## src/rtl/stopwatch_pkg.sv

```systemverilog
// stopwatch_pkg: shared types, limits and digit weights for the stopwatch display path.
package stopwatch_pkg;
  typedef logic [3:0] bcd_t;
  typedef enum logic {MODE_MMSS, MODE_HHMM} mode_e;
  typedef enum logic [1:0] {IDLE, CONV, DONE} conv_state_e;
  localparam int LIMIT_MMSS = 5999;
  localparam int LIMIT_HHMM = 359999;
  localparam bcd_t BCD_BLANK = 4'hF;
  // Weight of digit k in seconds; HHMM stops at minutes and drops the seconds remainder.
  function automatic logic [16:0] phase_weight(mode_e mode, logic [1:0] k);
    return (mode == MODE_HHMM) ?
      ((k == 2'd0) ? 17'd36000 : (k == 2'd1) ? 17'd3600 : (k == 2'd2) ? 17'd600 : 17'd60) :
      ((k == 2'd0) ? 17'd600 : (k == 2'd1) ? 17'd60 : (k == 2'd2) ? 17'd10 : 17'd1);
  endfunction
endpackage

```

## src/rtl/time_bcd_converter.sv

```systemverilog
// time_bcd_converter: seconds to MM:SS / HH:MM BCD digits by iterative subtraction.
module time_bcd_converter
  import stopwatch_pkg::*;
#(
  parameter int TIME_W   = 17,
  parameter bit LZ_BLANK = 1'b0
) (
  input  logic              clk,
  input  logic              reset_n,
  input  logic              start_i,
  input  logic              mode_i,
  input  logic [TIME_W-1:0] seconds_i,
  output logic              ready_o,
  output logic              valid_o,
  output logic              ovf_o,
  output bcd_t              digit1_o,
  output bcd_t              digit2_o,
  output bcd_t              digit3_o,
  output bcd_t              digit4_o
);
  localparam int RW = (TIME_W > 17) ? TIME_W : 17;
  localparam int LIM_H_I = (((1 << TIME_W) - 1) < LIMIT_HHMM) ? ((1 << TIME_W) - 1) : LIMIT_HHMM;
  localparam logic [RW-1:0] LIM_M = RW'(LIMIT_MMSS);
  localparam logic [RW-1:0] LIM_H = RW'(LIM_H_I);

  if (TIME_W < 13 || TIME_W > 24) begin : g_time_w_check
    $error("time_bcd_converter: TIME_W must be within 13..24");
  end

  conv_state_e     state_q, state_d;
  mode_e           mode_q, mode_d;
  logic [RW-1:0]   rem_q, rem_d;
  logic [1:0]      phase_q, phase_d;
  bcd_t [0:3]      cnt_q, cnt_d;
  bcd_t [0:3]      dig_q, dig_d;
  logic            flag_q, flag_d;
  logic            ovf_q, ovf_d;
  logic [RW-1:0]   w, sec, lim;
  logic            last;

  assign w    = RW'(phase_weight(mode_q, phase_q));
  assign sec  = RW'(seconds_i);
  assign lim  = mode_i ? LIM_H : LIM_M;
  assign last = (rem_q < w) && (phase_q == 2'd3);

  always_ff @(posedge clk or negedge reset_n) begin
    if (!reset_n) begin
      state_q <= IDLE;
      mode_q  <= MODE_MMSS;
      rem_q   <= '0;
      phase_q <= '0;
      cnt_q   <= '0;
      dig_q   <= '0;
      flag_q  <= 1'b0;
      ovf_q   <= 1'b0;
    end else begin
      state_q <= state_d;
      mode_q  <= mode_d;
      rem_q   <= rem_d;
      phase_q <= phase_d;
      cnt_q   <= cnt_d;
      dig_q   <= dig_d;
      flag_q  <= flag_d;
      ovf_q   <= ovf_d;
    end
  end

  always_comb begin
    state_d = (state_q == IDLE) ? (start_i ? CONV : IDLE) :
              (state_q == CONV) ? (last ? DONE : CONV) : IDLE;
  end

  always_comb begin
    mode_d  = mode_q;
    rem_d   = rem_q;
    phase_d = phase_q;
    cnt_d   = cnt_q;
    dig_d   = dig_q;
    flag_d  = flag_q;
    ovf_d   = ovf_q;
    if (state_q == IDLE && start_i) begin
      mode_d  = mode_e'(mode_i);
      flag_d  = sec > lim;
      rem_d   = (sec > lim) ? lim : sec;
      phase_d = 2'd0;
      cnt_d   = '0;
    end else if (state_q == CONV) begin
      if (rem_q >= w) begin
        rem_d          = rem_q - w;
        cnt_d[phase_q] = cnt_q[phase_q] + 4'd1;
      end else if (phase_q != 2'd3) begin
        phase_d = phase_q + 2'd1;
      end else begin
        // Results are published only on the edge into DONE, so outputs hold between conversions.
        dig_d    = cnt_q;
        dig_d[0] = (LZ_BLANK && cnt_q[0] == 4'd0) ? BCD_BLANK : cnt_q[0];
        ovf_d    = flag_q;
      end
    end
  end

  assign ready_o  = (state_q == IDLE);
  assign valid_o  = (state_q == DONE);
  assign ovf_o    = ovf_q;
  assign digit1_o = dig_q[0];
  assign digit2_o = dig_q[1];
  assign digit3_o = dig_q[2];
  assign digit4_o = dig_q[3];
endmodule

```

## config.mk

```make
export PLATFORM = sky130hd
export DESIGN_NAME = time_bcd_converter
export DESIGN_NICKNAME = d
export VERILOG_FILES = /design/src/rtl/stopwatch_pkg.sv /design/src/rtl/time_bcd_converter.sv
export SDC_FILE = /design/constraint.sdc
export NUM_CORES = 1
export LEC_CHECK = 0
export ABC_AREA = 1
export CORE_MARGIN = 8
export CORE_UTILIZATION = 47
export DETAILED_ROUTE_END_ITERATION = 8
export HOLD_SLACK_MARGIN = 0.03
export PLACE_DENSITY = 0.75
export SLEW_MARGIN = 20
export SYNTH_ARGS = -nofsm -noshare
export SYNTH_HDL_FRONTEND = slang
export SYNTH_SLANG_ARGS = --single-unit
```

## constraint.sdc

```tcl
create_clock -name clk -period 3.5 [get_ports clk]
set_input_delay 0.875 -clock clk [delete_from_list [all_inputs] [get_ports clk]]
set_output_delay 0.875 -clock clk [all_outputs]
set_load 0.01 [all_outputs]
```

== Word-level counts from Yosys, hierarchy flattened ==
Cells that the tools add are included.

* Add/sub/neg operators: 3
* Magnitude comparators: 5
* Equal/unequal tests: 7
* Multiplexer cells: 29
* Bitwise logic cells: 4
* Reduce and logical (&&, ||, !) cells: 11

{| class="wikitable"
|+ Operators with widths
! kind !! count
|-
| $mux 17 || 5
|-
| $mux 16 || 5
|-
| $mux 10 || 2
|-
| $ge 17x16->1 || 1
|-
| $gt 17x17->1 || 1
|-
| $lt 17x16->1 || 1
|-
| $sub 17x16->17 || 1
|-
| $bwmux 16 || 1
|-
| $mux 4 || 4
|-
| $mux 2 || 7
|-
| $mux 12 || 1
|-
| $bmux 4 s2 || 1
|-
| $demux 4 s2 || 1
|-
| $eq 2x2->1 const B || 3
|-
| $mux 6 || 1
|-
| $reduce_bool 2->1 || 3
|-
| $add 4x1->4 const B || 1
|-
| $eq 2x1->1 const B || 2
|-
| $logic_not 2->1 || 2
|-
| $ne 2x2->1 const B || 2
|-
| $reduce_and 4->1 || 1
|-
| $ge 3x3->1 const B || 1
|-
| $logic_and 1x1->1 || 3
|-
| $lt 3x1->1 const B || 1
|-
| 6 further kinds || 8
|}

* Register bits after elaboration: 56
* Input port bits: 21
* Output and inout port bits: 19
* Logic and storage cells: 73

== Depth between registers and ports, before layout ==
Gate-level depths: netlist of the first run.

* Depth after elaboration: 10
* Depth in mapped cells: 20
* Depth with buffers taken out: 19

== Worst setup path before layout of the first run ==
Ideal clock, no wire load.

* Kind: flip-flop to flip-flop
* Start: reg phase_q[0]
* End: reg rem_q[10]
* Data arrival time: 2521 ps
* Slack: 862 ps
* Cell stages (with the launch flop): 17
* Buffers on the path: 2
* Clock period less this slack: 2638 ps
* Path through: dfrtp_1 -> inv_1 -> buf_6 -> ha_1 -> o21ai_0 -> ha_1 -> nand2_1 -> nand2_1 -> nand2_1 -> nand3_1 -> a21oi_2 -> nand3_4 -> nand2_4 -> nand2_4 -> buf_6 -> nand2_1 -> nand2_1

* Longest elaborated chain between the ends: 9
* Elaborated cells on any way between the ends: 17

{| class="wikitable"
|+ Ends and longest elaborated chain
! item !! RTL line !! text
|-
| start: declaration || time_bcd_converter.sv:33 || <nowiki>logic [1:0] phase_q, phase_d;</nowiki>
|-
| start signal: assignment || time_bcd_converter.sv:60 || <nowiki>phase_q <= phase_d;</nowiki>
|-
| $eq 2x2->1 || stopwatch_pkg.sv:12, stopwatch_pkg.sv:13 ||
|-
| $mux 4 / $mux 10 (equally long branches) || stopwatch_pkg.sv:13, stopwatch_pkg.sv:12 ||
|-
| $mux 6 / $mux 12 (equally long branches) || stopwatch_pkg.sv:13, stopwatch_pkg.sv:12 ||
|-
| $mux 10 / $mux 16 (equally long branches) || stopwatch_pkg.sv:13, stopwatch_pkg.sv:12 ||
|-
| $mux 16 (*) || stopwatch_pkg.sv:11 || <nowiki>return (mode == MODE_HHMM) ?</nowiki>
|-
| $sub 17x16->17 || time_bcd_converter.sv:89 || <nowiki>rem_d = rem_q - w;</nowiki>
|-
| $mux 17 || time_bcd_converter.sv:88 || <nowiki>if (rem_q >= w) begin</nowiki>
|-
| $mux 17 || time_bcd_converter.sv:87 || <nowiki>end else if (state_q == CONV) begin</nowiki>
|-
| $mux 17 || time_bcd_converter.sv:81 || <nowiki>if (state_q == IDLE && start_i) begin</nowiki>
|-
| end signal: assignment || time_bcd_converter.sv:59 || <nowiki>rem_q <= rem_d;</nowiki>
|-
| end: declaration || time_bcd_converter.sv:32 || <nowiki>logic [RW-1:0] rem_q, rem_d;</nowiki>
|}

Mark *: on every way between the ends. The rest lies on a longest branch, timed or not. The select of a mux whose other input is x is not followed.
A chain may end at the register's enable or synchronous reset.

== Worst setup path in the final report of the first run ==
* Start: in mode_i
* End: reg rem_q[3]

* Longest elaborated chain between the ends: 4

{| class="wikitable"
|+ Ends and longest elaborated chain
! item !! RTL line !! text
|-
| start: declaration || time_bcd_converter.sv:11 || <nowiki>input logic mode_i,</nowiki>
|-
| $mux 17 || time_bcd_converter.sv:43 || <nowiki>assign lim = mode_i ? LIM_H : LIM_M;</nowiki>
|-
| $gt 17x17->1 || time_bcd_converter.sv:84 || <nowiki>rem_d = (sec > lim) ? lim : sec;</nowiki>
|-
| $mux 17 || time_bcd_converter.sv:84 ||
|-
| $mux 17 || time_bcd_converter.sv:81 ||
|}

Every way passes these cells.

==> metrics.md, run 1 <==
| Metric | Value |
|---|---|
| Syn_nets | `between 600 and 700` |
| Largest area contributor in the netlist | `dfrtp_1` |
| Die span in y | `110 um` |
| Inst Count DP | `762` |
| Core footprint | `0.00864 sq mm` |
| Worst VDD drop | `about 0.37 mV` |
| Synth top area share | `33.9%` |
| Initial DRC Count | `300` |
| Grt ovf | `0` |
| Largest net degree at the start of global routing | `55` |
| Average size of a mapped cell | `6.70 sq um` |
| Share of cells above drive strength 1 | `6.80%` |
| Cell Area, Synth | `0.00413 sq mm` |
| CTS clk-pin slew, worst paths | `100 ps` |
| CP startpoint kind | `primary input` |
| Total CTS buffers | `5` |
| Most frequent cells in the layout | `244 x nand2_1, 63 x nand3_1, 62 x inv_1` |
| Initial antenna violation count | `0` |
| Die area | `0.0120 sq mm` |
| Clk Latency, worst-skew pair | `roughly 320 ps` |
| WP buf/inv | `2` |
| Critical path class | `in -> reg` |
| Crit-path cells | `clkdlybuf4s50_1 > inv_1 > ha_1 > nand4_1 > nor2_1 > nand3_1 > nand2_1 > nand2_1 > o21a_1 > nand2_1 > nand2_1` |
| Hold-fix buffers at CTS | `0` |
| Number of enable flip-flop cells after synthesis | `0` |
| CTS sink count | `56` |
| Post-synth ARST share | `100%` |
| Final period util | `between 80% and 90%` |
| Area growth syn-to-layout | `15.5%` |
| Crit path max-delay family | `simple AND/OR/NAND/NOR gates` |
| Setup crit start | `mode_i` |
| ANT nets after route | `0` |
| Port Buffer Count | `39` |
| Synth area leaders | `dfrtp_1 34%, nand2_1 22%, ha_1 8.2%` |
| Starting density of the core | `47.8%` |
| Die width | `110 um` |
| Crit end category | `flip-flop` |
| First-pass GRT wire length | `17,800 um` |
| Most common cell after layout, fill and taps aside | `nand2_1` |
| Vias in the first global route | `3,747` |
| Ys flop type | `dfrtp_1` |
| Drt pass-1 iters | `5` |
| Post-Place Setup Slack | `about 160 ps` |
| HPWL after detailed placement | `8500 um` |
| Warnings, synthesis | `0` |
| Worst Path Arrival | `3250 ps` |
| P_leak | `2.59 nW` |
| CTS root buf | `clkbuf_8` |
| Routed vias/inst | `about 5.3` |
| Final setup vio count | `0` |
| Total power of the final layout | `between 0.005 and 0.006 W` |
| CP dominant cell by count | `nand2_1` |
| Fin cells | `770` |
| PostCTS Resize Cnt | `0` |
| FF-to-FF Start | `phase_q[1]` |
| WP data required | `3710 ps` |
| Yosys reg bits | `56` |
| Post-synthesis sequential area ratio | `33.9%` |
| Final hold violations | `0` |
| Row count | `34` |
| Residual DRC count | `0` |
| Worst-path fanout max | `11` |
| Critical-path top delay cell | `clkdlybuf4s50_1` |
| Post-CTS Setup Inserts | `0` |
| GPL Wtd Cong | `0.947` |
| Outcome | `completed` |
| Yosys cell types | `35` |
| Hold Path Class | `in -> async` |
| CP max stage delay | `480 ps` |
| RSZ-0062 raised after global routing | `no` |
| Tmin final | `3040 ps` |
| Clock Tree Buf Depth | `2` |
| Final Util | `55.2%` |
| Vias post-DR | `4,048` |
| CTS tree | `done` |
| Synth Instances | `616` |
| Diode count | `0` |
| Worst setup margin | `459 ps` |
| H-tree levels | `2` |
| GRT Resource Usage Total | `roughly 18%` |
| Worst slew pin tran | `approximately 600 ps` |
| IO Pins | `40` |
| Fmax | `between 0.3 and 0.4 GHz` |
| Max_cap viols | `0` |
| Setup TNS Final | `0 ps` |
| NumNets Final | `approximately 700` |
| Routed wire length per instance | `13.9 um` |
| Power Density | `1130 mW/mm^2` |
| Fin. max-slew vios | `0` |
| Detailed Route WL | `10,700 um` |
| Max Clock Skew | `10.5 ps` |
| Worst rel slew slack | `61.0%` |
-- Yosys cell counts, types with 2 or more instances --
| library cell | n |
|---|---|
| xnor2_1 | 2 |
| nor2_1 | 44 |
| inv_1 | 62 |
| dfrtp_1 | 56 |
| buf_4 | 2 |
| nand2_2 | 4 |
| nand2_1 | 244 |
| buf_6 | 3 |
| ha_1 | 27 |
| a21oi_1 | 20 |
| nand4_1 | 6 |
| inv_2 | 4 |
| or2_2 | 2 |
| nand2_4 | 3 |
| nor2_2 | 2 |
| clkbuf_1 | 9 |
| o21ai_0 | 36 |
| xor2_1 | 4 |
| o21bai_1 | 2 |
| nor3_1 | 5 |
| nand3_1 | 63 |
| nand3_4 | 3 |
-- cells by family (layout without fill, tap and decap cells) --
group,after synthesis,in the layout,synth area share [%]
AND/OR/NAND/NOR,380,380,39.7
XOR/XNOR,6,6,1.27
adder cells (fa/ha/maj),28,28,8.66
buffers and inverters,83,129,8.33
flip-flops,56,56,33.9
AO/OA/AOI/OAI,63,63,8.12
-- state kept, by name (all words and copies together), names as in the netlist --
signal    flops
state_q       2
digit3_o      4
phase_q       2
digit4_o      4
flag_q        1
ovf_o         1
mode_q        1
rem_q        17
cnt_q        16
digit1_o      4
digit2_o      4
-- stage by stage --
step                      instance area (sq um)  hold WS (ps)
after floorplan                            4130           449
after global placement                     4680           477
after detailed placement                   4680           486
after CTS                                  4770           479
after global routing                       4770           497
final                                      4770           470
-- routing by layer --
layer  vias up  track usage (%)  wire length, um
met5         -                0                0
met4         0             6.27              193
met3        16             3.11              709
met2       132             27.9             4720
met1      1853             25.8             5050
li1       2047                -                -
-- area by class of cell --
cell class,instances,area (sq um)
Inverter,68,256
Clock buffer,6,72.6
Multi-Input combinational cell,477,2380
Sequential cell,56,1400
Timing Repair Buffer,53,503
Fill cell,842,3870
Tap cell,108,135
Clock inverter,2,16.3
-- power breakdown --
| group | internal, W | switching [W] | total [W] |
|---|---|---|---|
| combinational | 0.00141 | 0.00247 | 0.00388 |
| sequential | 0.000944 | 0.000211 | 0.00116 |
| clock | 0.000143 | 0.000221 | 0.000364 |
| total | 0.00250 | 0.00290 | 0.00540 |
-- worst reg2reg max path: stages (launching register included) --
cell and delay (ps):
dfrtp_1 390, inv_1 170, ha_1 330, o21ai_0 140
buf_4 170, ha_1 390, nand2_2 100, inv_1 90
nand2_2 80, nor3_4 190, nand3_2 140, nand3_4 210
nand3_1 230, inv_1 180, nand2_1 60, nand2_1 80
-- worst paths after layout --
kind,endpoint,slack [ps],cells past startpoint
max in group asynchronous,rem_q[10],2180,2
min in group clk,digit4_o[3],500,2
worst min register to register,digit4_o[3],500,2
worst max-delay path,rem_q[3],460,11
worst max register to register,cnt_q[14],520,15
worst min-delay path,digit3_o[3],470,1
No activity file was read; power rests on OpenSTA's default activity.
==> inputs of run 2 (changes only) <==
Settings changed: REMOVE_ABC_BUFFERS set to 1.
==> run 2 against run 1 <==
- clock skew is 3.4 ps higher
- count of clock-buffer cells in the layout is 1 lower
- register-to-register slack got worse by 260 ps
- fmax shrank 6.2%
- non-clock buffer count fell by 5
- critical path depth grew 3
- via count grew 0.89%
- wire length rose by 7.8%
- core utilization is 0.38 points lower
- die area unchanged
- worst hold slack better by 41 ps
==> metrics.md, run 2 (synthesized netlist as in run 1, its figures left out) <==
| Metric | Value |
|---|---|
| Outcome | `completed (unchanged)` |
| Final setup vio count | `0 (unchanged)` |
| Initial antenna violation count | `0 (unchanged)` |
| Tmin final | `3240 ps (was 3040 ps)` |
| First-pass GRT wire length | `18,600 um (was 17,800 um)` |
| IO Pins | `40 (unchanged)` |
| Initial DRC Count | `330 (was 300)` |
| Max_cap viols | `0 (unchanged)` |
| Clock Tree Buf Depth | `2 (unchanged)` |
| Worst Path Arrival | `3450 ps (was 3250 ps)` |
| GPL Wtd Cong | `0.928 (was 0.947)` |
| Total CTS buffers | `5 (unchanged)` |
| Max FFs per register | `17 (unchanged)` |
| Inst Count DP | `757 (was 762)` |
| RSZ-0062 raised after global routing | `no (unchanged)` |
| Max Clock Skew | `13.9 ps (was 10.5 ps)` |
| Core footprint | `0.00864 sq mm (unchanged)` |
| Most frequent cells in the layout | `244 x nand2_1, 63 x nand3_1, 62 x inv_1 (unchanged)` |
| Row count | `34 (unchanged)` |
| Met2 Use GR | `30.1% (was 27.9%)` |
| Worst slew pin tran | `534 ps (was 584 ps)` |
| NumNets Final | `705 (was 710)` |
| Reg2Reg Setup Slack | `260 ps (was 520 ps)` |
| Final period util | `92.6% (was 86.9%)` |
| Regs by FF count | `rem_q (17), cnt_q (16) (unchanged)` |
| Drt pass-1 iters | `5 (unchanged)` |
| Worst-path fanout max | `18 (was 11)` |
| CTS sink count | `56 (unchanged)` |
| Most common cell after layout, fill and taps aside | `nand2_1 (unchanged)` |
| Critical-path top delay cell | `dfrtp_2 (was clkdlybuf4s50_1)` |
| Area growth syn-to-layout | `14.7% (was 15.5%)` |
| Met1 usage | `27.8% (was 25.8%)` |
| HPWL after detailed placement | `9280 um (was 8500 um)` |
| Setup TNS Final | `0 ps (unchanged)` |
| CP dominant cell by count | `nand2_1 (unchanged)` |
| CTS tree | `done (unchanged)` |
| Fin. max-slew vios | `0 (unchanged)` |
| Grt ovf | `0 (unchanged)` |
| Detailed Route WL | `11,500 um (was 10,700 um)` |
| ANT nets after route | `0 (unchanged)` |
| Design area | `0.00474 sq mm (was 0.00477 sq mm)` |
| WP data required | `3710 ps (about the same)` |
| CTS clk-pin slew, worst paths | `110 ps (was 100 ps)` |
| Peak-usage layer in the global routing report | `met2 (unchanged)` |
| CTS root buf | `clkbuf_8 (unchanged)` |
| Die span in y | `110 um (unchanged)` |
| Met3 usage | `3.69% (was 3.11%)` |
| Starting density of the core | `47.8% (unchanged)` |
| Crit-path cells | `inv_1 > ha_1 > o21ai_0 > ha_1 > nand2_1 > nand2_1 > nand2_1 > nand3_1 > a21oi_2 > nand3_4 > nand2_8 > nand2_4 > nand2_1 > nand2_1 (was clkdlybuf4s50_1 > inv_1 > ha_1 > nand4_1 > nor2_1 > nand3_1 > nand2_1 > nand2_1 > o21a_1 > nand2_1 > nand2_1)` |
| Diode count | `0 (unchanged)` |
| Vias in the first global route | `3,745 (was 3,747)` |
| # fillers | `836 (was 842)` |
| Residual DRC count | `0 (unchanged)` |
| Top reg by flops | `rem_q (unchanged)` |
| Die width | `110 um (unchanged)` |
| Worst rel slew slack | `64.2% (was 61.0%)` |
| Critical path class | `reg -> reg (was in -> reg)` |
| Post-CTS Setup Inserts | `0 (unchanged)` |
| Largest net degree at the start of global routing | `39 (was 55)` |
| GRT Resource Usage Total | `19.7% (was 18.4%)` |
| Vias post-DR | `4,084 (was 4,048)` |
| Die area | `0.0120 sq mm (unchanged)` |
| Placed instance area | `0.00463 sq mm (was 0.00468 sq mm)` |
| Clk Latency, worst-skew pair | `320 ps (about the same)` |
| Hold-fix buffers at CTS | `0 (unchanged)` |
| Final hold violations | `0 (unchanged)` |
| Hold Path Class | `reg -> reg (was in -> async)` |
| Crit end category | `flip-flop (unchanged)` |
| H-tree levels | `2 (unchanged)` |
| Routed vias/inst | `5.34 (was 5.26)` |
| Port Buffer Count | `39 (unchanged)` |
| CP max stage delay | `480 ps (about the same)` |
| Fin cells | `765 (was 770)` |
| Routed wire length per instance | `15.0 um (was 13.9 um)` |
| Fmax | `0.308 GHz (was 0.329 GHz)` |
| CP startpoint kind | `flip-flop (was primary input)` |
| Share of cells above drive strength 1 | `6.39% (was 6.80%)` |
run 2: cell count changes in the layout (fill, tap and decap cells not counted), sizes merged:
cell	delta
inv	+1
buf	-5
clkbuf	-1
run 2: through the flow:
stage	hold WS, ps	setup slack, ps	util (%)
after floorplan	450	668	-
after detailed placement	487	129	53.6
after CTS	513	92.1	54.7
final	512	258	54.9
after global placement	481	159	53.6
after global routing	537	36.3	54.9
run 2: worst paths after layout:
kind,to,depth (start not counted),start
max,rem_q[16],14,phase_q[0]
min,digit1_o[1],2,digit1_o[1]
max reg2reg,rem_q[16],14,phase_q[0]
min reg2reg,digit1_o[1],2,digit1_o[1]
max in group asynchronous,mode_q,2,reset_n
min in group asynchronous,cnt_q[15],1,reset_n
run 2: routing by layer:
metal  vias to the layer above  part of all wire (%)
met5                         -                     0
met4                         0                   1.5
met3                        13                   7.9
met2                       158                    44
met1                      1876                    46
li1                       2037                     -
run 2: final cells by class:
class,instances,area (sq um),share of cell area [%]
clock buffer,5,68.8,1.45
clock inverter,3,27.5,0.581
inverter,68,256,5.41
multi-input combinational,477,2390,50.5
sequential,56,1400,29.6
tap,108,135,2.85
timing repair buffer,48,453,9.56
run 2: repair_timing:
item | 4_1_cts | 5_1_grt
setup endpoints to repair | 0 | 33
hold endpoints to repair | 0 | 0
resized for setup | 0 | 2
run 2: critical path, delay by kind of cell, from the launching register on:
| family | cells | cell delay [ps] |
|---|---|---|
| buffers and inverters | 1 | 160 |
| AO/OA/AOI/OAI | 2 | 610 |
| flip-flops | 1 | 480 |
| adder cells (fa/ha/maj) | 2 | 660 |
| AND/OR/NAND/NOR | 9 | 1210 |
Power of run 2 is left out: the tool's default activity adds up to more than one toggle a clock period on the data nets, which glitch-free logic cannot reach.
==> inputs of run 3 (changes only) <==
Settings changed: GPL_TIMING_DRIVEN set to 0, MAX_ROUTING_LAYER set to met4.
==> run 3 against run 2 <==
- sequential share of layout area about the same
- clock skew down 5.5 ps
- highest routed layer unchanged
- via count down 2.2%
- count of clock-buffer cells in the layout unchanged
- flip-flop and latch count unchanged
- largest cell class unchanged
- die area unchanged
- wire length down 4.0%
- register-to-register slack better by 30 ps
- critical path depth unchanged
- cell count down 0.39%
==> metrics.md, run 3 (synthesized netlist as in run 1, its figures left out) <==
| Metric | Value |
|---|---|
| Worst-path fanout max | `18 (unchanged)` |
| Starting density of the core | `47.8% (unchanged)` |
| Worst Path Arrival | `3430 ps (was 3450 ps)` |
| First-pass GRT wire length | `18,300 um (was 18,600 um)` |
| Most frequent cells in the layout | `244 x nand2_1, 63 x nand3_1, 61 x inv_1 (was 244 x nand2_1, 63 x nand3_1, 62 x inv_1)` |
| Vias post-DR | `3,996 (was 4,084)` |
| Routed wire length per instance | `14.5 um (was 15.0 um)` |
| Worst rel slew slack | `28.9% (was 64.2%)` |
| Residual DRC count | `0 (unchanged)` |
| Grt ovf | `0 (unchanged)` |
| WP data required | `3720 ps (was 3710 ps)` |
| Detailed Route WL | `11,000 um (was 11,500 um)` |
| Sw power | `0.00293 W` |
| Initial DRC Count | `209 (was 330)` |
| Max_cap viols | `0 (unchanged)` |
| Fin cells | `762 (was 765)` |
| Net Sw Frac | `54.5%` |
| Worst slew pin tran | `1060 ps (was 534 ps)` |
| Area growth syn-to-layout | `14.7% (about the same)` |
| H-tree levels | `2 (unchanged)` |
| Largest net degree at the start of global routing | `57 (was 39)` |
| Initial antenna violation count | `0 (unchanged)` |
| Die width | `110 um (unchanged)` |
| Most common cell after layout, fill and taps aside | `nand2_1 (unchanged)` |
| Final Util | `54.8% (was 54.9%)` |
| HPWL after detailed placement | `8330 um (was 9280 um)` |
| ANT nets after route | `0 (unchanged)` |
| Clock Tree Buf Depth | `2 (unchanged)` |
| Power Density | `approximately 1100 mW/mm^2` |
| P_leak | `2.54 nW` |
| Gate power share | `70.6%` |
| Fin. max-slew vios | `0 (unchanged)` |
| Core footprint | `0.00864 sq mm (unchanged)` |
| Final setup vio count | `0 (unchanged)` |
| Crit end category | `flip-flop (unchanged)` |
| CTS clk-pin slew, worst paths | `110 ps (about the same)` |
| Outcome | `completed (unchanged)` |
| Final hold violations | `0 (unchanged)` |
| CP startpoint kind | `flip-flop (unchanged)` |
| CTS sink count | `56 (unchanged)` |
| GRT Resource Usage Total | `19.6% (was 19.7%)` |
| Drt pass-1 iters | `4 (was 5)` |
| Total CTS buffers | `5 (unchanged)` |
| Final period util | `91.8% (was 92.6%)` |
| Worst setup margin | `286 ps (was 258 ps)` |
| Max Clock Skew | `8.34 ps (was 13.9 ps)` |
| Fmax | `0.311 GHz (was 0.308 GHz)` |
| Clk pwr share | `7.2%` |
| Die span in y | `110 um (unchanged)` |
| Inst Count DP | `748 (was 757)` |
| Hold WS | `508 ps (was 512 ps)` |
| Flop pwr share | `22.2%` |
| IO Pins | `40 (unchanged)` |
| Cell internal pwr | `0.00245 W` |
| Regs by FF count | `rem_q (17), cnt_q (16) (unchanged)` |
| CTS tree | `done (unchanged)` |
| RSZ-0062 raised after global routing | `no (unchanged)` |
| Hold Path Class | `reg -> reg (unchanged)` |
| Post-Place Setup Slack | `-215 ps (was 129 ps)` |
| Die area | `0.0120 sq mm (unchanged)` |
| GPL Wtd Cong | `0.946 (was 0.928)` |
| Clk Latency, worst-skew pair | `320 ps (about the same)` |
| Row count | `34 (unchanged)` |
| Max FFs per register | `17 (unchanged)` |
| Port Buffer Count | `39 (unchanged)` |
| Tmin final | `3210 ps (was 3240 ps)` |
| Top reg by flops | `rem_q (unchanged)` |
| Critical path class | `reg -> reg (unchanged)` |
| Diode count | `0 (unchanged)` |
| Routed vias/inst | `5.24 (was 5.34)` |
| Share of cells above drive strength 1 | `6.42% (was 6.39%)` |
| Vias in the first global route | `3,770 (was 3,745)` |
| CTS root buf | `clkbuf_8 (unchanged)` |
| Worst VDD drop | `~0.43 mV` |
| NumNets Final | `702 (was 705)` |
run 3: worst paths after layout:
kind | start | to | slack (ps) | depth (start not counted)
hold reg to reg | digit2_o[1] | digit2_o[1] | 510 | 2
min in group asynchronous | reset_n | rem_q[14] | 560 | 1
hold / removal | digit2_o[1] | digit2_o[1] | 510 | 2
max in group asynchronous | reset_n | phase_q[1] | 2410 | 1
setup / recovery | phase_q[1] | rem_q[3] | 290 | 14
setup reg to reg | phase_q[1] | rem_q[3] | 290 | 14
run 3: per-stage QoR:
| stage | setup TNS (ps) | area, sq um | total power, W |
|---|---|---|---|
| CTS | 0 | 4700 | 0.00533 |
| global route | 0 | 4740 | 0.00595 |
| global placement | -11100 | 4570 | 0.00476 |
| detailed placement | -3400 | 4570 | 0.00485 |
| finish | 0 | 4740 | 0.00538 |
| floorplan | 0 | 4040 | 0.00388 |
run 3: what timing repair did:
item                       4_1_cts  5_1_grt
cloned                           1        0
pin swaps                        1        0
setup endpoints to repair       38       46
setup buffers                    2        3
gates resized for setup          3        4
hold buffers                     0        0
run 3: layout make-up:
| cell class | count | area, sq um |
|---|---|---|
| Clock inverter | 3 | 27.5 |
| Multi-Input combinational cell | 478 | 2410 |
| Inverter | 68 | 264 |
| Sequential cell | 56 | 1400 |
| Fill cell | 867 | 3900 |
| Timing Repair Buffer | 44 | 425 |
| Clock buffer | 5 | 68.8 |
| Tap cell | 108 | 135 |
run 3: critical path: stages, from the launching register on:
cell,delay (ps)
dfrtp_2,490
inv_1,250
ha_1,320
o21ai_1,180
ha_1,400
nand2_1,100
nand2_1,60
nand2_1,70
nand3_1,110
a21oi_4,280
nand3_4,230
nand2_8,210
nand2_4,170
nand2_1,160
nand2_1,50
run 3: power by group through the flow:
stage / logic [W] / registers (W) / clock network, W
final: 0.00380 / 0.00119 / 0.000389
after global routing: 0.00431 / 0.00123 / 0.000417
after CTS: 0.00376 / 0.00118 / 0.000395
after detailed placement: 0.00366 / 0.00119 / 0
after global placement: 0.00357 / 0.00118 / 0
after floorplan: 0.00272 / 0.00116 / 0
run 3: routing by layer:
layer  vias to the layer above  GRT usage, %  wire length (um)
met1                      1837          25.5              5100
met4                         0          5.79               219
met3                        13          3.52               692
li1                       2032             -                 -
met5                         -             -                 0
met2                       114          30.5              5030
